### config.mk
export PLATFORM = sky130hd
export DESIGN_NAME = bcd_counter_core_flat
export DESIGN_NICKNAME = d
export VERILOG_FILES = /design/src/rtl/bcd_counter_pkg.sv /design/src/rtl/bcd_counter_core_if.sv /design/src/rtl/bcd_seg_shifter.sv /design/src/rtl/bcd_counter_core.sv /design/src/flat_wrapper.sv
export SDC_FILE = /design/constraint.sdc
export NUM_CORES = 1
export LEC_CHECK = 0
export BUFFER_PORTS_ARGS = -buffer_cell sky130_fd_sc_hd__buf_2
export CORE_MARGIN = 4
export CORE_UTILIZATION = 36
export CTS_CLUSTER_SIZE = 30
export DETAILED_ROUTE_END_ITERATION = 7
export GPL_TIMING_DRIVEN = 0
export PLACE_DENSITY = 0.61
export SLEW_MARGIN = 20
export SYNTH_ARGS = -nofsm -noshare
export SYNTH_HDL_FRONTEND = slang
export SYNTH_HIERARCHICAL = 1
export SYNTH_SLANG_ARGS = --single-unit
### constraint.sdc
create_clock -name clk -period 3.35 [get_ports clk]
set_clock_uncertainty 0.05 [all_clocks]
set_input_delay 0.5025 -clock clk [delete_from_list [all_inputs] [get_ports clk]]
set_output_delay 0.5025 -clock clk [all_outputs]
set_load 0.005 [all_outputs]
### src/rtl/bcd_counter_pkg.sv
// bcd_counter_pkg: shared constants, shift FSM states and seven-segment decoder.
// BCC_SEVENSEG_EN selects an 8-bit segment frame per digit instead of the raw nibble.
package bcd_counter_pkg;
  localparam logic [3:0] BCD_MAX = 4'd9;
`ifdef BCC_SEVENSEG_EN
  localparam int SEG_W = 8;
`else
  localparam int SEG_W = 4;
`endif
  typedef enum logic [1:0] {IDLE, SHIFT, LATCH} shift_state_e;
  // segments {dp,g,f,e,d,c,b,a}, active high; non-BCD codes blank the digit
  function automatic logic [7:0] seg7(input logic [3:0] d);
    case (d)
      4'd0: return 8'h3f;
      4'd1: return 8'h06;
      4'd2: return 8'h5b;
      4'd3: return 8'h4f;
      4'd4: return 8'h66;
      4'd5: return 8'h6d;
      4'd6: return 8'h7d;
      4'd7: return 8'h07;
      4'd8: return 8'h7f;
      4'd9: return 8'h6f;
      default: return 8'h00;
    endcase
  endfunction
endpackage

### src/rtl/bcd_counter_core_if.sv
// bcd_counter_core_if: step/control inputs and count/display outputs of bcd_counter_core.
interface bcd_counter_core_if #(parameter int DIGITS = 4);
  logic [DIGITS-1:0] inc_req;
  logic up_dn, carry_en, limit_en, limit_load;
  logic [4*DIGITS-1:0] count;
  logic ovf, seg_data, seg_clk, seg_latch, busy;
  modport master(output inc_req, up_dn, carry_en, limit_en, limit_load,
                 input count, ovf, seg_data, seg_clk, seg_latch, busy);
  modport slave(input inc_req, up_dn, carry_en, limit_en, limit_load,
                output count, ovf, seg_data, seg_clk, seg_latch, busy);
endinterface

### src/rtl/bcd_seg_shifter.sv
// bcd_seg_shifter: snapshots the count and shifts it out MSB-first with clock and latch strobe.
// BCC_SEVENSEG_EN sends decoded segments per digit, otherwise the raw BCD nibble.
module bcd_seg_shifter
  import bcd_counter_pkg::*;
#(
  parameter int DIGITS    = 4,
  parameter int SHIFT_DIV = 4
) (
  input  logic                   clk,
  input  logic                   rst_n,
  input  logic [DIGITS-1:0][3:0] count_i,
  input  logic                   upd_i,
  output logic                   seg_data_o,
  output logic                   seg_clk_o,
  output logic                   seg_latch_o,
  output logic                   busy_o
);
  localparam int NB = DIGITS * SEG_W;
  localparam int DW = $clog2(SHIFT_DIV + 1);
  localparam int BW = $clog2(NB);
  shift_state_e state_q;
  logic refresh_q, seg_data_q, seg_clk_q, seg_latch_q, busy_q, tick;
  logic [NB-1:0] frame, sh_q;
  logic [DW-1:0] div_q;
  logic [BW-1:0] bit_q;
  always_comb begin
    frame = '0;
    for (int k = 0; k < DIGITS; k++)
`ifdef BCC_SEVENSEG_EN
      frame[k*SEG_W +: SEG_W] = seg7(count_i[k]);
`else
      frame[k*SEG_W +: SEG_W] = count_i[k];
`endif
  end
  assign tick = div_q == DW'(SHIFT_DIV - 1);
  always_ff @(posedge clk) begin
    if (!rst_n) begin
      state_q     <= IDLE;
      refresh_q   <= 1'b1;
      sh_q        <= '0;
      div_q       <= '0;
      bit_q       <= '0;
      seg_data_q  <= 1'b0;
      seg_clk_q   <= 1'b0;
      seg_latch_q <= 1'b0;
      busy_q      <= 1'b0;
    end else begin
      refresh_q <= upd_i | (refresh_q & (state_q != IDLE));
      div_q     <= (state_q == IDLE || tick) ? '0 : div_q + 1'b1;
      case (state_q)
        IDLE: if (refresh_q) begin
          state_q    <= SHIFT;
          sh_q       <= frame;
          seg_data_q <= frame[NB-1];
          bit_q      <= '0;
          busy_q     <= 1'b1;
        end
        SHIFT: if (tick) begin
          seg_clk_q <= ~seg_clk_q;
          // data only moves on the falling edge of seg_clk
          if (seg_clk_q) begin
            if (bit_q == BW'(NB - 1)) begin
              state_q     <= LATCH;
              seg_latch_q <= 1'b1;
            end else begin
              bit_q      <= bit_q + 1'b1;
              sh_q       <= sh_q << 1;
              seg_data_q <= sh_q[NB-2];
            end
          end
        end
        LATCH: if (tick) begin
          state_q     <= IDLE;
          seg_latch_q <= 1'b0;
          busy_q      <= 1'b0;
        end
        default: state_q <= IDLE;
      endcase
    end
  end
  assign seg_data_o  = seg_data_q;
  assign seg_clk_o   = seg_clk_q;
  assign seg_latch_o = seg_latch_q;
  assign busy_o      = busy_q;
endmodule

### src/rtl/bcd_counter_core.sv
// bcd_counter_core: debounced per-digit step requests, BCD up/down ripple with limits, display shift-out.
// BCC_SEVENSEG_EN (in the shifter) switches the frame to seven-segment codes.
module bcd_counter_core
  import bcd_counter_pkg::*;
#(
  parameter int DIGITS      = 4,
  parameter int LOCKOUT_CYC = 1000,
  parameter int SHIFT_DIV   = 4
) (
  input logic clk,
  input logic rst_n,
  bcd_counter_core_if.slave bus
);
  localparam int LW = $clog2(LOCKOUT_CYC + 1);
  logic [DIGITS-1:0] req_q, req2_q, rise, accept, pend_q, pend_d, grant, act, wrap;
  logic [DIGITS-1:0][LW-1:0] lock_q, lock_d;
  logic [DIGITS-1:0][3:0] cnt_q, cnt_d, lim_q, lim_eff;
  logic [DIGITS:0] c;
  logic ovf_q, ovf_d, upd;
  assign rise = req_q & ~req2_q;
  always_comb begin
    grant = pend_q & (~pend_q + 1'b1);
    c = '0;
    // c[j] is the carry/borrow rippling into digit j within this cycle
    for (int j = 0; j < DIGITS; j++) begin
      accept[j]  = rise[j] && lock_q[j] == '0;
      lock_d[j]  = accept[j] ? LW'(LOCKOUT_CYC - 1) : lock_q[j] - LW'(lock_q[j] != '0);
      lim_eff[j] = bus.limit_en && lim_q[j] < BCD_MAX ? lim_q[j] : BCD_MAX;
      act[j]     = grant[j] | c[j];
      wrap[j]    = bus.up_dn ? cnt_q[j] >= lim_eff[j] : cnt_q[j] == 4'd0;
      cnt_d[j]   = !act[j] ? cnt_q[j] : wrap[j] ? (bus.up_dn ? 4'd0 : lim_eff[j]) :
                   bus.up_dn ? cnt_q[j] + 4'd1 : cnt_q[j] - 4'd1;
      c[j+1]     = act[j] & wrap[j] & bus.carry_en;
    end
    pend_d = (pend_q & ~grant) | accept;
    ovf_d  = bus.limit_load ? 1'b0 : ovf_q | c[DIGITS];
  end
  assign upd = cnt_d != cnt_q;
  always_ff @(posedge clk) begin
    if (!rst_n) begin
      req_q  <= '0;
      req2_q <= '0;
      pend_q <= '0;
      lock_q <= '0;
      cnt_q  <= '0;
      lim_q  <= {DIGITS{BCD_MAX}};
      ovf_q  <= 1'b0;
    end else begin
      req_q  <= bus.inc_req;
      req2_q <= req_q;
      pend_q <= pend_d;
      lock_q <= lock_d;
      cnt_q  <= cnt_d;
      lim_q  <= bus.limit_load ? cnt_q : lim_q;
      ovf_q  <= ovf_d;
    end
  end
  assign bus.count = cnt_q;
  assign bus.ovf   = ovf_q;
  bcd_seg_shifter #(.DIGITS(DIGITS), .SHIFT_DIV(SHIFT_DIV)) u_shift (
    .clk        (clk),
    .rst_n      (rst_n),
    .count_i    (cnt_q),
    .upd_i      (upd),
    .seg_data_o (bus.seg_data),
    .seg_clk_o  (bus.seg_clk),
    .seg_latch_o(bus.seg_latch),
    .busy_o     (bus.busy)
  );
endmodule

### src/flat_wrapper.sv
// flat-port wrapper written by rule: the top's interface ports become plain ports
module bcd_counter_core_flat import bcd_counter_pkg::*;
#(
  parameter int DIGITS      = 4,
  parameter int LOCKOUT_CYC = 1000,
  parameter int SHIFT_DIV   = 4
)
  (clk, rst_n, bus_inc_req, bus_up_dn, bus_carry_en, bus_limit_en, bus_limit_load, bus_count, bus_ovf, bus_seg_data, bus_seg_clk, bus_seg_latch, bus_busy);
  bcd_counter_core_if #(.DIGITS(DIGITS)) bus_i ();
  input logic clk;
  input logic rst_n;
  input wire logic [$bits(bus_i.inc_req)-1:0] bus_inc_req;
  input wire logic [$bits(bus_i.up_dn)-1:0] bus_up_dn;
  input wire logic [$bits(bus_i.carry_en)-1:0] bus_carry_en;
  input wire logic [$bits(bus_i.limit_en)-1:0] bus_limit_en;
  input wire logic [$bits(bus_i.limit_load)-1:0] bus_limit_load;
  output wire logic [$bits(bus_i.count)-1:0] bus_count;
  output wire logic [$bits(bus_i.ovf)-1:0] bus_ovf;
  output wire logic [$bits(bus_i.seg_data)-1:0] bus_seg_data;
  output wire logic [$bits(bus_i.seg_clk)-1:0] bus_seg_clk;
  output wire logic [$bits(bus_i.seg_latch)-1:0] bus_seg_latch;
  output wire logic [$bits(bus_i.busy)-1:0] bus_busy;
  assign bus_i.inc_req = bus_inc_req;
  assign bus_i.up_dn = bus_up_dn;
  assign bus_i.carry_en = bus_carry_en;
  assign bus_i.limit_en = bus_limit_en;
  assign bus_i.limit_load = bus_limit_load;
  assign bus_count = bus_i.count;
  assign bus_ovf = bus_i.ovf;
  assign bus_seg_data = bus_i.seg_data;
  assign bus_seg_clk = bus_i.seg_clk;
  assign bus_seg_latch = bus_i.seg_latch;
  assign bus_busy = bus_i.busy;
  bcd_counter_core #(.DIGITS(DIGITS), .LOCKOUT_CYC(LOCKOUT_CYC), .SHIFT_DIV(SHIFT_DIV)) u_core (.clk(clk), .rst_n(rst_n), .bus(bus_i));
endmodule
==> reports/summary.txt <==
Status: finished clean
Worst Hold Launch: bus_inc_req[0]
Worst reg-to-reg setup slack: 330 ps
Slowest stage cell, crit path: fa_1
Wirelength per Cell: 14.40 µm
Layout cells sized above 1: 0.1166
Share of the clock period used by the worst path: 0.9115
Cell Chain, Critical Path: buf_2, inv_1, clkbuf_2, fa_1, nand2_1, mux2_1, o21ai_2, xor2_1, o41ai_1, nand4_1, nand3b_1
Pwr Density: 767.2 nW/µm²
Commonest cells post-synth: dfxtp_1, nand2_1, nor2_1, a21oi_1, ha_1
CTS tree: yes
Sw Ratio: 0.3400
Routed wire length: 13.98 mm
Syn nets: 744
Worst path max stage delay: 680 ps
Reg2reg path depth: 11
Internal power: 3.566 mW
CP Class: input port to flop
DP HPWL: 9.749 mm
Initial Util: 0.3719
Post-synthesis to final-layout area growth: 17.52%
Largest net degree at the start of global routing: 22
Worst setup SP type: input port
WP data required: 3590 ps
Dpl ws: -222.2 ps
Rows: 46
Ys Warns: 6
Register area share after synthesis: 0.3808
Slew @ Worst Pin: 748.1 ps
GPL Wtd Cong: 0.8494
Layout Utilization: 0.4370
Worst vdd ir: 680.5 µV
Total CTS buffers: 17
Final critical-path required period: 3053 ps
Gate Count Post-Synth: 694
IO buf count: 29
Clk pwr share: 0.335
Die Area: 18780 µm²
Mean Syn Cell Area: 8.636 µm²
Post-Syn Area: 5993 µm²
Die W: 137.0 µm
DRT met1 WL: 6.854 mm
Flop pwr share: 0.352
Hold EP: u_core/req_q[0]
RSZ-0062 raised after global routing: false
I/O pins: 31
CTS H-tree lvls: 4
#FFs+latches synth: 114
Number of global-route vias before repair: 4820
Net Sw Power: 1.837 mW
Crit path max fanout: 21
Slew headroom: 0.5013
Placed Cells: 939
Ant diodes: 0
Min Hold Slack: 241.3 ps
Area share of the largest cell type after synthesis: 0.3808
Setup Viol. Count Final: 0
Drc violations: 0
Post-synth top flop: dfxtp_1
Initial antenna violation count: 0
Post-route insts no fill: 971
Clock latency on the worst-skew pair: 410 ps
Final Hold Fails: 0
ANT nets after route: 0
Clock buffer depth: 2
Fin. max-slew vios: 0
RR Startpoint: u_core/lim_q[9]
Combinational share of power: 0.313
1st-pass router iterations: 5
Met3 WL: 579 µm
Worst Hold Depth: 2
Hold-fix buffers at CTS: 0
Total GRT Usage: 0.1594
Pleak: 2.814 nW
Post-synth EDFFs: 0
Core Box Area: 16120 µm²
Largest area contributor in the netlist: dfxtp_1
Worst Path Arrival: 3290 ps
Setup ws final: 296.6 ps
Max cap viols: 0
Congestion Overflow GR: 0
Nets: 792
Vias/cell: 5.185
Height of the chip: 137.0 µm
Most numerous cell in the Yosys netlist: dfxtp_1
Fmax: 0.3275 GHz
CTS clk-pin slew, worst paths: 60 ps
Top layer in use: met4
Worst min-delay path category: input port to flop
Unique masters post-synth: 67
Async S/R FF share, synth: 0
CTS Sinks: 114
Initial DRC Count: 258
Metal2 WL: 6.347 mm
Root buffer cell: clkbuf_16
Reg-to-reg endpoint: u_core/u_shift/refresh_q
CP endpoint kind: flop
Vias: 5035
Global-route wire length before repair: 23.84 mm
Setup Fix Bufs, Post-CTS: 0
Main area contributors after synthesis: dfxtp_1, ha_1, nand2_1
[per-stage QoR]
stage	instance area, µm²	power, mW	setup TNS [ps]
5_1_grt	7043	5.811	0
3_3_place_gp	6409	3.572	-666.2
4_1_cts	7010	5.438	0
6_report	7043	5.403	0
2_1_floorplan	5993	3.258	0
3_5_place_dp	6410	3.593	-316.5
[power by group through the flow]
stage	Combinational [mW]	Clock, mW	Sequential (mW)
floorplan	1.39	0	1.86
global placement	1.65	0	1.92
detailed placement	1.67	0	1.92
CTS	1.69	1.85	1.90
global route	1.95	1.92	1.94
finish	1.69	1.81	1.90
[cell families after synthesis]
family / share of synthesized area
xor gates and xnor gates: 0.05845
DFF: 0.3808
AOI/OAI and AO/OA: 0.1802
adders and majority gates: 0.08852
and+or+nand+nor: 0.2088
muxes: 0.04029
buffers and inverters: 0.04300
[per-layer routing]
metal / track usage / up-vias
li1: - / 2581
met2: 0.2556 / 98
met4: 0.05044 / 0
met5: 0 / -
met3: 0.03713 / 13
met1: 0.2122 / 2343
[cell usage in the layout, fill, tap and decap left out, types with 17 or more instances in the layout]
cell type  instances
ha_1              36
a21oi_1           62
clkbuf_16         17
o21ai_0           23
dfxtp_1          112
clkbuf_1          17
nor2_1            72
nand2_1           87
buf_2             32
xor2_1            17
xnor2_1           23
mux2i_1           23
inv_1             26
[registers in the layout (all words and copies together) (netlist names)]
register / cells
u_core/u_shift/seg_latch_o: 1
u_core/u_shift/div_q: 3
u_core/lock_q: 40
u_core/bus.count: 16
u_core/u_shift/busy_o: 1
u_core/u_shift/state_q: 2
u_core/u_shift/refresh_q: 1
u_core/u_shift/seg_data_o: 1
u_core/bus.ovf: 1
u_core/u_shift/bit_q: 4
u_core/req2_q: 4
u_core/lim_q: 16
u_core/u_shift/seg_clk_o: 1
u_core/u_shift/sh_q: 15
u_core/pend_q: 4
u_core/req_q: 4
[what timing repair did]
item,CTS,global route
endpoints found under the hold margin,0,0
gates resized for setup,0,5
setup endpoints to repair,0,1
[worst max-delay path, delay by kind of cell]
kind	cells	cell delay, ps
fa+ha+maj	1	680
compound gates	2	630
buf+inv	3	610
xor+xnor	1	90
mux	1	320
simple gates	3	440
[how the worst max path moves through the flow]
stage,to,start
floorplan,u_core/u_shift/refresh_q,bus_up_dn
global placement,u_core/u_shift/refresh_q,bus_up_dn
detailed placement,u_core/u_shift/refresh_q,bus_limit_en
CTS,u_core/u_shift/refresh_q,u_core/bus.count[8]
global route,u_core/u_shift/refresh_q,bus_up_dn
finish,u_core/u_shift/refresh_q,bus_up_dn
[final cells by class]
class,count,area [µm²]
Buffer,30,161.4
Timing Repair Buffer,29,145.1
Multi-Input combinational cell,524,3483
Sequential cell,114,2285
Clock buffer,17,425.4
Fill cell,1615,9072
Tap cell,216,270.3
Clock inverter,15,175.2
Inverter,26,97.59
(Power assumes the default switching activity.)
